File: src/rtl/regs_wb_arbiter_if.sv
// Bus bundle for the regfile writeback arbiter: EX and LD request channels, write port, LD level.
// slave is the arbiter side; master is the side that drives the requests and watches the write port.
interface regs_wb_arbiter_if #(
    parameter int unsigned LD_FIFO_DEPTH = 4
);
    localparam int unsigned LvlW = $clog2(LD_FIFO_DEPTH) + 1;

    logic            ex_valid_i;
    logic [4:0]      ex_waddr_i;
    logic [31:0]     ex_wdata_i;
    logic            ex_ready_o;
    logic            ld_valid_i;
    logic [4:0]      ld_waddr_i;
    logic [31:0]     ld_wdata_i;
    logic            ld_ready_o;
    logic            rd_we_o;
    logic [4:0]      rd_waddr_o;
    logic [31:0]     rd_wdata_o;
    logic [LvlW-1:0] ld_level_o;

    modport slave (
        input  ex_valid_i, ex_waddr_i, ex_wdata_i,
        input  ld_valid_i, ld_waddr_i, ld_wdata_i,
        output ex_ready_o, ld_ready_o,
        output rd_we_o, rd_waddr_o, rd_wdata_o, ld_level_o
    );

    modport master (
        output ex_valid_i, ex_waddr_i, ex_wdata_i,
        output ld_valid_i, ld_waddr_i, ld_wdata_i,
        input  ex_ready_o, ld_ready_o,
        input  rd_we_o, rd_waddr_o, rd_wdata_o, ld_level_o
    );
endinterface

File: src/rtl/regs_wb_arbiter.sv
// Arbitrates the single regfile write port between EX results and FIFO-buffered LD returns.
// EX wins by default; after STARVE_LIMIT EX wins with LD pending, one LD grant is forced.
module regs_wb_arbiter #(
    parameter int unsigned LD_FIFO_DEPTH = 4,
    parameter int unsigned STARVE_LIMIT  = 3
) (
    input  logic                   clk,
    input  logic                   rst_n,
    regs_wb_arbiter_if.slave       bus
);
    localparam int unsigned PtrW = $clog2(LD_FIFO_DEPTH);
    localparam int unsigned LvlW = PtrW + 1;
    localparam logic [3:0]  Limit = 4'(STARVE_LIMIT);

    typedef enum logic [0:0] {StExPrio, StLdPrio} state_e;

    state_e          state_q, state_d;
    logic [3:0]      starve_q, starve_d;
    logic [LvlW-1:0] wptr_q, rptr_q, level;
    logic            full, empty, push;
    logic            ex_grant, ld_grant;
    logic            rd_we_q, rd_we_d;
    logic [4:0]      rd_waddr_q, rd_waddr_d;
    logic [31:0]     rd_wdata_q, rd_wdata_d;
    logic [4:0]      mem_waddr [LD_FIFO_DEPTH];
    logic [31:0]     mem_wdata [LD_FIFO_DEPTH];
    logic [4:0]      head_waddr;
    logic [31:0]     head_wdata;

    // Extra pointer bit makes level = wptr - rptr unambiguous at full.
    assign level      = wptr_q - rptr_q;
    assign full       = (level == LvlW'(LD_FIFO_DEPTH));
    assign empty      = (level == '0);
    assign push       = bus.ld_valid_i && !full;
    assign head_waddr = mem_waddr[rptr_q[PtrW-1:0]];
    assign head_wdata = mem_wdata[rptr_q[PtrW-1:0]];

    always_comb begin
        ex_grant   = 1'b0;
        ld_grant   = 1'b0;
        state_d    = state_q;
        starve_d   = starve_q;
        rd_we_d    = 1'b0;
        rd_waddr_d = rd_waddr_q;
        rd_wdata_d = rd_wdata_q;

        unique case (state_q)
            StExPrio: begin
                if (bus.ex_valid_i) begin
                    ex_grant = 1'b1;
                end else if (!empty) begin
                    ld_grant = 1'b1;
                end
            end
            StLdPrio: ld_grant = !empty;
            default:  ld_grant = 1'b0;
        endcase

        if (ld_grant || empty) begin
            starve_d = '0;
        end else if (ex_grant && (starve_q < Limit)) begin
            starve_d = starve_q + 4'd1;
        end

        // Switching on the next count lets LD go right after the LIMIT-th EX win.
        unique case (state_q)
            StExPrio: if (starve_d == Limit) state_d = StLdPrio;
            StLdPrio: if (ld_grant) state_d = StExPrio;
            default:  state_d = StExPrio;
        endcase

        if (ex_grant) begin
            rd_we_d    = (bus.ex_waddr_i != 5'd0);
            rd_waddr_d = bus.ex_waddr_i;
            rd_wdata_d = bus.ex_wdata_i;
        end else if (ld_grant) begin
            rd_we_d    = (head_waddr != 5'd0);
            rd_waddr_d = head_waddr;
            rd_wdata_d = head_wdata;
        end
    end

    always_ff @(posedge clk) begin
        if (!rst_n) begin
            state_q    <= StExPrio;
            starve_q   <= '0;
            wptr_q     <= '0;
            rptr_q     <= '0;
            rd_we_q    <= 1'b0;
            rd_waddr_q <= '0;
            rd_wdata_q <= '0;
        end else begin
            state_q    <= state_d;
            starve_q   <= starve_d;
            rd_we_q    <= rd_we_d;
            rd_waddr_q <= rd_waddr_d;
            rd_wdata_q <= rd_wdata_d;
            if (push) begin
                wptr_q <= wptr_q + 1'b1;
            end
            if (ld_grant) begin
                rptr_q <= rptr_q + 1'b1;
            end
        end
    end

    always_ff @(posedge clk) begin
        if (push) begin
            mem_waddr[wptr_q[PtrW-1:0]] <= bus.ld_waddr_i;
            mem_wdata[wptr_q[PtrW-1:0]] <= bus.ld_wdata_i;
        end
    end

    assign bus.ex_ready_o = ex_grant;
    assign bus.ld_ready_o = !full;
    assign bus.rd_we_o    = rd_we_q;
    assign bus.rd_waddr_o = rd_waddr_q;
    assign bus.rd_wdata_o = rd_wdata_q;
    assign bus.ld_level_o = level;
endmodule

File: src/flat_wrapper.sv
// flat-port wrapper written by rule: the top's interface ports become plain ports
module regs_wb_arbiter_flat 
#(
    parameter int unsigned LD_FIFO_DEPTH = 4,
    parameter int unsigned STARVE_LIMIT  = 3
)
  (clk, rst_n, bus_ex_valid_i, bus_ex_waddr_i, bus_ex_wdata_i, bus_ld_valid_i, bus_ld_waddr_i, bus_ld_wdata_i, bus_ex_ready_o, bus_ld_ready_o, bus_rd_we_o, bus_rd_waddr_o, bus_rd_wdata_o, bus_ld_level_o);
  regs_wb_arbiter_if #(.LD_FIFO_DEPTH(LD_FIFO_DEPTH)) bus_i ();
  input  logic clk;
  input  logic rst_n;
  input wire logic [$bits(bus_i.ex_valid_i)-1:0] bus_ex_valid_i;
  input wire logic [$bits(bus_i.ex_waddr_i)-1:0] bus_ex_waddr_i;
  input wire logic [$bits(bus_i.ex_wdata_i)-1:0] bus_ex_wdata_i;
  input wire logic [$bits(bus_i.ld_valid_i)-1:0] bus_ld_valid_i;
  input wire logic [$bits(bus_i.ld_waddr_i)-1:0] bus_ld_waddr_i;
  input wire logic [$bits(bus_i.ld_wdata_i)-1:0] bus_ld_wdata_i;
  output wire logic [$bits(bus_i.ex_ready_o)-1:0] bus_ex_ready_o;
  output wire logic [$bits(bus_i.ld_ready_o)-1:0] bus_ld_ready_o;
  output wire logic [$bits(bus_i.rd_we_o)-1:0] bus_rd_we_o;
  output wire logic [$bits(bus_i.rd_waddr_o)-1:0] bus_rd_waddr_o;
  output wire logic [$bits(bus_i.rd_wdata_o)-1:0] bus_rd_wdata_o;
  output wire logic [$bits(bus_i.ld_level_o)-1:0] bus_ld_level_o;
  assign bus_i.ex_valid_i = bus_ex_valid_i;
  assign bus_i.ex_waddr_i = bus_ex_waddr_i;
  assign bus_i.ex_wdata_i = bus_ex_wdata_i;
  assign bus_i.ld_valid_i = bus_ld_valid_i;
  assign bus_i.ld_waddr_i = bus_ld_waddr_i;
  assign bus_i.ld_wdata_i = bus_ld_wdata_i;
  assign bus_ex_ready_o = bus_i.ex_ready_o;
  assign bus_ld_ready_o = bus_i.ld_ready_o;
  assign bus_rd_we_o = bus_i.rd_we_o;
  assign bus_rd_waddr_o = bus_i.rd_waddr_o;
  assign bus_rd_wdata_o = bus_i.rd_wdata_o;
  assign bus_ld_level_o = bus_i.ld_level_o;
  regs_wb_arbiter #(.LD_FIFO_DEPTH(LD_FIFO_DEPTH), .STARVE_LIMIT(STARVE_LIMIT)) u_core (.clk(clk), .rst_n(rst_n), .bus(bus_i));
endmodule
File: config.mk
export PLATFORM = sky130hd
export DESIGN_NAME = regs_wb_arbiter_flat
export DESIGN_NICKNAME = d
export VERILOG_FILES = /design/src/rtl/regs_wb_arbiter_if.sv /design/src/rtl/regs_wb_arbiter.sv /design/src/flat_wrapper.sv
export SDC_FILE = /design/constraint.sdc
export NUM_CORES = 1
export LEC_CHECK = 0
export ABC_AREA = 1
export BUFFER_PORTS_ARGS = -buffer_cell sky130_fd_sc_hd__buf_2
export CAP_MARGIN = 30
export CORE_MARGIN = 2
export CORE_UTILIZATION = 35
export DETAILED_ROUTE_END_ITERATION = 10
export GPL_ROUTABILITY_DRIVEN = 0
export SYNTH_ARGS = -nofsm -noshare
export SYNTH_HDL_FRONTEND = slang
export SYNTH_SLANG_ARGS = --single-unit
File: constraint.sdc
create_clock -name clk -period 4.4 [get_ports clk]
set_clock_uncertainty 0.15 [all_clocks]
set_input_delay 0 -clock clk [delete_from_list [all_inputs] [get_ports clk]]
set_output_delay 0 -clock clk [all_outputs]
set_load 0.05 [all_outputs]
==> qor.yml, run 1 <==
status:
  status: "completed"
global_routing:
  antenna_found_initial: 1
  overflow: 0
  grtUsageTotal: 0.1619
  grt_first_pass_wirelength_microns: 30430
  grt_max_degree: 76
  grt_pass1_vias: 5808
finish:
  multi_input_area_sq_um: 2223
  final_cells: 1262
  regArea_sq_um: 5470
  nets: 1050
  drive_gt1_frac: 0.1762
  fillCellCount: 2128
  finish.utilization: 0.4538
  area_growth_pct: 26.91
sta:
  setup_viol_count_final: 0
  rsz0062_at_grt: "no"
  timing.setup.tns_ns: 0
  drv_slew: 0
  fin_crit_sh: 0.6920
  setup_ws_ns: 1.355
  fmax_ghz: 0.3284
  period_needed_ns: 3.045
  final_hold_viol_count: 0
  worstMarginPinSlew_ns: 0.9056
  hold_ws_ns: 0.007641
  slew_headroom: 0.3963
critical_path:
  r2r-start: "u_core.wptr_q[0]$_SDFFE_PN0P_"
  crit_fanout: 23
  crit_required_ns: 4.36
  path_class: "flip-flop to flip-flop"
  startpoint_type: "flip-flop"
  end_kind: "flip-flop"
  cp-startpoint: "u_core.wptr_q[0]$_SDFFE_PN0P_"
  critPathArrivalTime_ns: 3.01
power_and_ir_drop:
  vdd_drop_max_v: 0.0003543
  p_per_area_nw_per_um2: 633.0
  p_leak_nw: 4.086
cts:
  cts_root_buf: "clkbuf_16"
  hold_buffers: 76
  postCtsSetupRepairBufs: 0
  tritoncts: "yes"
  clk_path_buf_depth: 2
  numCtsBuffers: 17
  cts.sinks: 199
  cts.htree.levels: 4
  path_clk_slew_ns: 0.07
  cts-resized-gates: 0
  clk_latency_ns: 0.42
yosys:
  yosysTopAreaCell: "edfxtp_1"
  ys_async_sr_fraction: 0
  synthTopCellsByArea: "edfxtp_1 55%, dfxtp_1 13%, nor2_1 9.4%, o21ai_0 6.5%, nand2_1 2.9%"
  synth_top_cells_by_count: "202 x nor2_1, 148 x edfxtp_1, 105 x o21ai_0"
  synth_ff_type: "edfxtp_1"
  synthCells: 782
  ys_seq_area_frac: 0.6751
  synth_enable_flop_cells: 148
  synth_cell_types: 27
  yosys_warnings: 0
  syn-cell-area_sq_um: 8095
  synth_top_area_share: 0.5490
  synth.most_common_cell: "nor2_1"
  synth_fp_nets: 869
  synth.ff_latch_count: 199
  synth.avg_cell_area_sq_um: 10.35
floorplan:
  fp.dieH_microns: 156.1
  die-area_sq_um: 24360
  rows: 55
  core-area_sq_um: 22640
  start_util: 0.3576
  io_pins: 121
  die_x_microns: 156.1
drt:
  wl_microns: 19310
  wl_met1_microns: 9080
  drcViolationCount: 0
  post_drt_wl_per_cell_microns: 15.30
  via_per_inst: 4.677
  highest_layer: "met4"
  vias: 5902
  firstDrtPassIters: 4
  ant_nets: 0
  drt_iter0_markers: 421
  wl_met2_microns: 9351
  met3RoutedLength_microns: 652
placement:
  dp_cells: 1153
  dp_hpwl_microns: 11700
  port_buffers: 120
  dpl_worst_slack_ns: 1.305
run:
  maxCapViolCount: 0
min_path:
  min_path_type: "input pin to flip-flop"
  min_from: "bus_ex_valid_i"
critical path, cell delays in order (launching register included):
cell,delay [ns]
dfxtp_1,0.37
inv_1,0.12
ha_1,0.21
fa_1,0.40
nand3_2,0.12
nand2_1,0.07
nand2_1,0.08
nand2_2,0.18
nor2_4,0.64
buf_4,0.37
stage by stage:
stage	area, sq um	total power [mW]
5_1_grt	10270	6.917
3_3_place_gp	8929	4.980
6_report	10270	6.503
3_5_place_dp	8949	5.033
2_1_floorplan	8095	4.415
4_1_cts	10270	6.574
power by group:
group | leakage [nW] | internal [mW] | switching, mW
logic | 2.03 | 0.650 | 1.68
registers | 1.78 | 2.42 | 0.270
clock network | 0.278 | 0.823 | 0.658
path summary, 6_finish.rpt:
kind,endpoint,slack [ns],cells past startpoint
worst max-delay path,u_core.mem_wdata[0][18]$_DFFE_PP_,1.36,9
worst min-delay path,u_core.starve_q[1]$_SDFF_PN0_,0.008,5
worst max register to register,u_core.mem_wdata[0][18]$_DFFE_PP_,1.36,9
worst min register to register,u_core.starve_q[3]$_SDFF_PN0_,0.28,2
final cells by class:
class                   count  area share
well taps                 285     0.03471
clock buffers              27     0.05103
clock inverters             5    0.003654
inverters                  60     0.02192
multi-input cells         481      0.2164
repair buffers            204      0.1396
flip-flops and latches    199      0.5325
diodes                      1   0.0002436
metal layers:
metal,vias up,track usage
met2,120,0.2737
met4,0,0.05242
met1,2782,0.2137
li1,2988,-
met3,12,0.02583
met5,-,0
sequential cells by signal (all words and copies together) (netlist names), named ones only:
register	count
u_core.bus.rd_waddr_o	5
u_core.bus.rd_wdata_o	32
u_core.mem_wdata	128
u_core.rptr_q	3
u_core.starve_q	4
u_core.bus.rd_we_o	1
u_core.mem_waddr	20
u_core.state_q	1
u_core.wptr_q	3
cells in the final DEF (no fill, tap or decap), drive strengths merged, types with 3 or more instances in the layout:
| master | synthesis | routed |
|---|---|---|
| clkbuf | 17 | 27 |
| nor2 | 204 | 204 |
| nand3 | 14 | 14 |
| clkinv | 0 | 3 |
| ha | 8 | 8 |
| edfxtp | 148 | 148 |
| a21oi | 46 | 46 |
| inv | 60 | 62 |
| dfxtp | 51 | 51 |
| nand2 | 65 | 65 |
| nor3 | 32 | 32 |
| buf | 25 | 128 |
| dlygate4sd3 | 0 | 76 |
| o21ai | 107 | 107 |
cells by family (layout without fill, tap and decap cells):
logic type      Yosys count  count (layout)  synth area share
xor+xnor                  1               1          0.001082
fa+ha+maj                 9               9           0.01484
other cells               0               1                 0
buf+inv                 102             296           0.05456
flops                   199             199            0.6751
compound gates          153             153           0.09459
simple gates            318             318            0.1598
(Power assumes the default switching activity.)
==> run 2, diff against run 1 <==
Clock period 4.4 ns to 2.93 ns, I/O delays scaled along.
==> qor.yml, run 2 (same netlist as run 1, synthesis figures left out) <==
finish:
  layout_common_cells: "198 x nor2_1, 148 x edfxtp_1, 120 x buf_2"
  multi_input_area_sq_um: 2238  # +0.68%
  fillCellCount: 2088  # -1.9%
  nets: 1059  # +0.86%
  largest_reg_flops: 128  # unchanged
  area_growth_pct: 28.47
  final_common_cell: "nor2_1"
  regArea_sq_um: 5468  # about the same
  drive_gt1_frac: 0.1878  # +0.01159
cts:
  tritoncts: "yes"
  path_clk_slew_ns: 0.07  # about the same
  numCtsBuffers: 17  # unchanged
  cts.sinks: 199  # unchanged
  hold_buffers: 77  # +1.3%
  clk_latency_ns: 0.43  # about the same
  cts-resized-gates: 0  # unchanged
  clk_path_buf_depth: 2  # unchanged
  postCtsSetupRepairBufs: 0  # unchanged
  cts.htree.levels: 4  # unchanged
  cts_root_buf: "clkbuf_16"
floorplan:
  die-area_sq_um: 24360  # unchanged
  io_pins: 121  # unchanged
  start_util: 0.3576  # unchanged
  die_x_microns: 156.1  # unchanged
  rows: 55  # unchanged
  fp.dieH_microns: 156.1  # unchanged
  core-area_sq_um: 22640  # unchanged
power_and_ir_drop:
  seqPwrFrac: 0.385  # -0.028
  netSwitchingPower_mw: 4.022  # +54%
  p_per_area_nw_per_um2: 952.8  # +51%
  vdd_drop_max_v: 0.0004338  # +22%
  power_mw: 9.909  # +52%
  p_leak_nw: 4.152  # +1.6%
  pwr-share-clk: 0.228  # about the same
  power_frac_comb: 0.387  # +0.028
  p_int_mw: 5.887  # +51%
  swShare: 0.4059  # +0.004188
sta:
  hold_ws_ns: 0.03107  # +0.02343 ns
  setup_viol_count_final: 0  # unchanged
  drv_slew: 0  # unchanged
  fin_crit_sh: 0.8738  # +0.1818
  rsz0062_at_grt: "no"
  timing.setup.tns_ns: 0  # unchanged
  setup_ws_ns: 0.3698  # -0.9853 ns
  slew_headroom: 0.4660  # +0.06972
  period_needed_ns: 2.560  # -0.4847 ns
  final_hold_viol_count: 0  # unchanged
  worstMarginPinSlew_ns: 0.8010  # -0.1046 ns
  fmax_ghz: 0.3906  # +19%
placement:
  dpl_worst_slack_ns: 0.3613  # -0.9434 ns
  port_buffers: 120  # unchanged
  dp_hpwl_microns: 11700  # about the same
drt:
  post_drt_wl_per_cell_microns: 15.03  # -1.8%
  via_per_inst: 4.684  # +0.15%
  firstDrtPassIters: 4  # unchanged
  vias: 5953  # +0.86%
  wl_microns: 19100  # -1.1%
  drcViolationCount: 0  # unchanged
  drt_iter0_markers: 412  # -2.1%
  ant_nets: 0  # unchanged
critical_path:
  crit_required_ns: 2.91  # -1.45 ns
  crit_fanout: 24  # +4.3%
  critPathArrivalTime_ns: 2.54  # -0.47 ns
  path_class: "flip-flop to flip-flop"
  startpoint_type: "flip-flop"
  end_kind: "flip-flop"
min_path:
  min_path_type: "input pin to flip-flop"
run:
  maxCapViolCount: 0  # unchanged
global_routing:
  grt_pass1_vias: 5740  # -1.2%
  grtUsageTotal: 0.1609  # -0.001044
  grt_max_degree: 75  # -1.3%
  antenna_found_initial: 1  # unchanged
  grt_first_pass_wirelength_microns: 30190  # -0.77%
  overflow: 0  # unchanged
status:
  status: "completed"
==> run 2: cell types whose count changed in the layout (fill, tap and decap cells not counted), moves of 3 or more <==
cell / before / now
buf_4: 7 / 12
clkbuf_1: 5 / 1
clkbuf_8: 4 / 0
buf_12: 1 / 4
inv_8: 0 / 3
==> run 2: worst paths after layout <==
path / depth (start not counted) / startpoint / to / slack, ns
hold / removal: 3 / rst_n / u_core.wptr_q[2]$_SDFFE_PN0P_ / 0.03
hold reg to reg: 2 / u_core.starve_q[2]$_SDFF_PN0_ / u_core.starve_q[2]$_SDFF_PN0_ / 0.28
setup reg to reg: 9 / u_core.wptr_q[0]$_SDFFE_PN0P_ / u_core.mem_wdata[2][21]$_DFFE_PP_ / 0.37
setup / recovery: 9 / u_core.wptr_q[0]$_SDFFE_PN0P_ / u_core.mem_wdata[2][21]$_DFFE_PP_ / 0.37
==> run 2: through the flow <==
stage,util,area (sq um),std cells
after floorplan,-,8140,782
after global placement,0.4001,9059,1161
after detailed placement,0.4001,9059,1161
after CTS,0.4592,10400,1270
after global routing,0.4594,10400,1271
final,0.4594,10400,1271
==> run 2: per-layer routing <==
layer  global-route usage  wire (microns)
met5                    0               0
met3              0.03528             868
met1               0.2091            8818
met4              0.04500             198
met2               0.2720            9217
==> run 2: power by group through the flow <==
| stage | logic, mW | clock network, mW | registers, mW |
|---|---|---|---|
| 2_1_floorplan | 2.07 | 0 | 4.61 |
| 3_3_place_gp | 3.77 | 0 | 3.86 |
| 3_5_place_dp | 3.80 | 0 | 3.87 |
| 4_1_cts | 3.89 | 2.32 | 3.81 |
| 5_1_grt | 4.24 | 2.42 | 3.87 |
| 6_report | 3.83 | 2.26 | 3.81 |
==> run 2: cell type report <==
type	count	share of cell area
Sequential cell	199	0.5257
Clock inverter	14	0.01335
Clock buffer	18	0.04127
Timing Repair Buffer	213	0.1482
Inverter	60	0.02166
Antenna cell	1	0.0002406
Tap cell	285	0.03429
Multi-Input combinational cell	481	0.2152
==> run 2: worst max-delay path, cell delays in order (launching register included) <==
cell     delay, ns
dfxtp_1       0.36
inv_1         0.10
ha_1          0.20
fa_1          0.39
nand3_2       0.14
nand2_4       0.08
nand2_4       0.07
nand2_2       0.18
nor2_4        0.33
buf_12        0.24
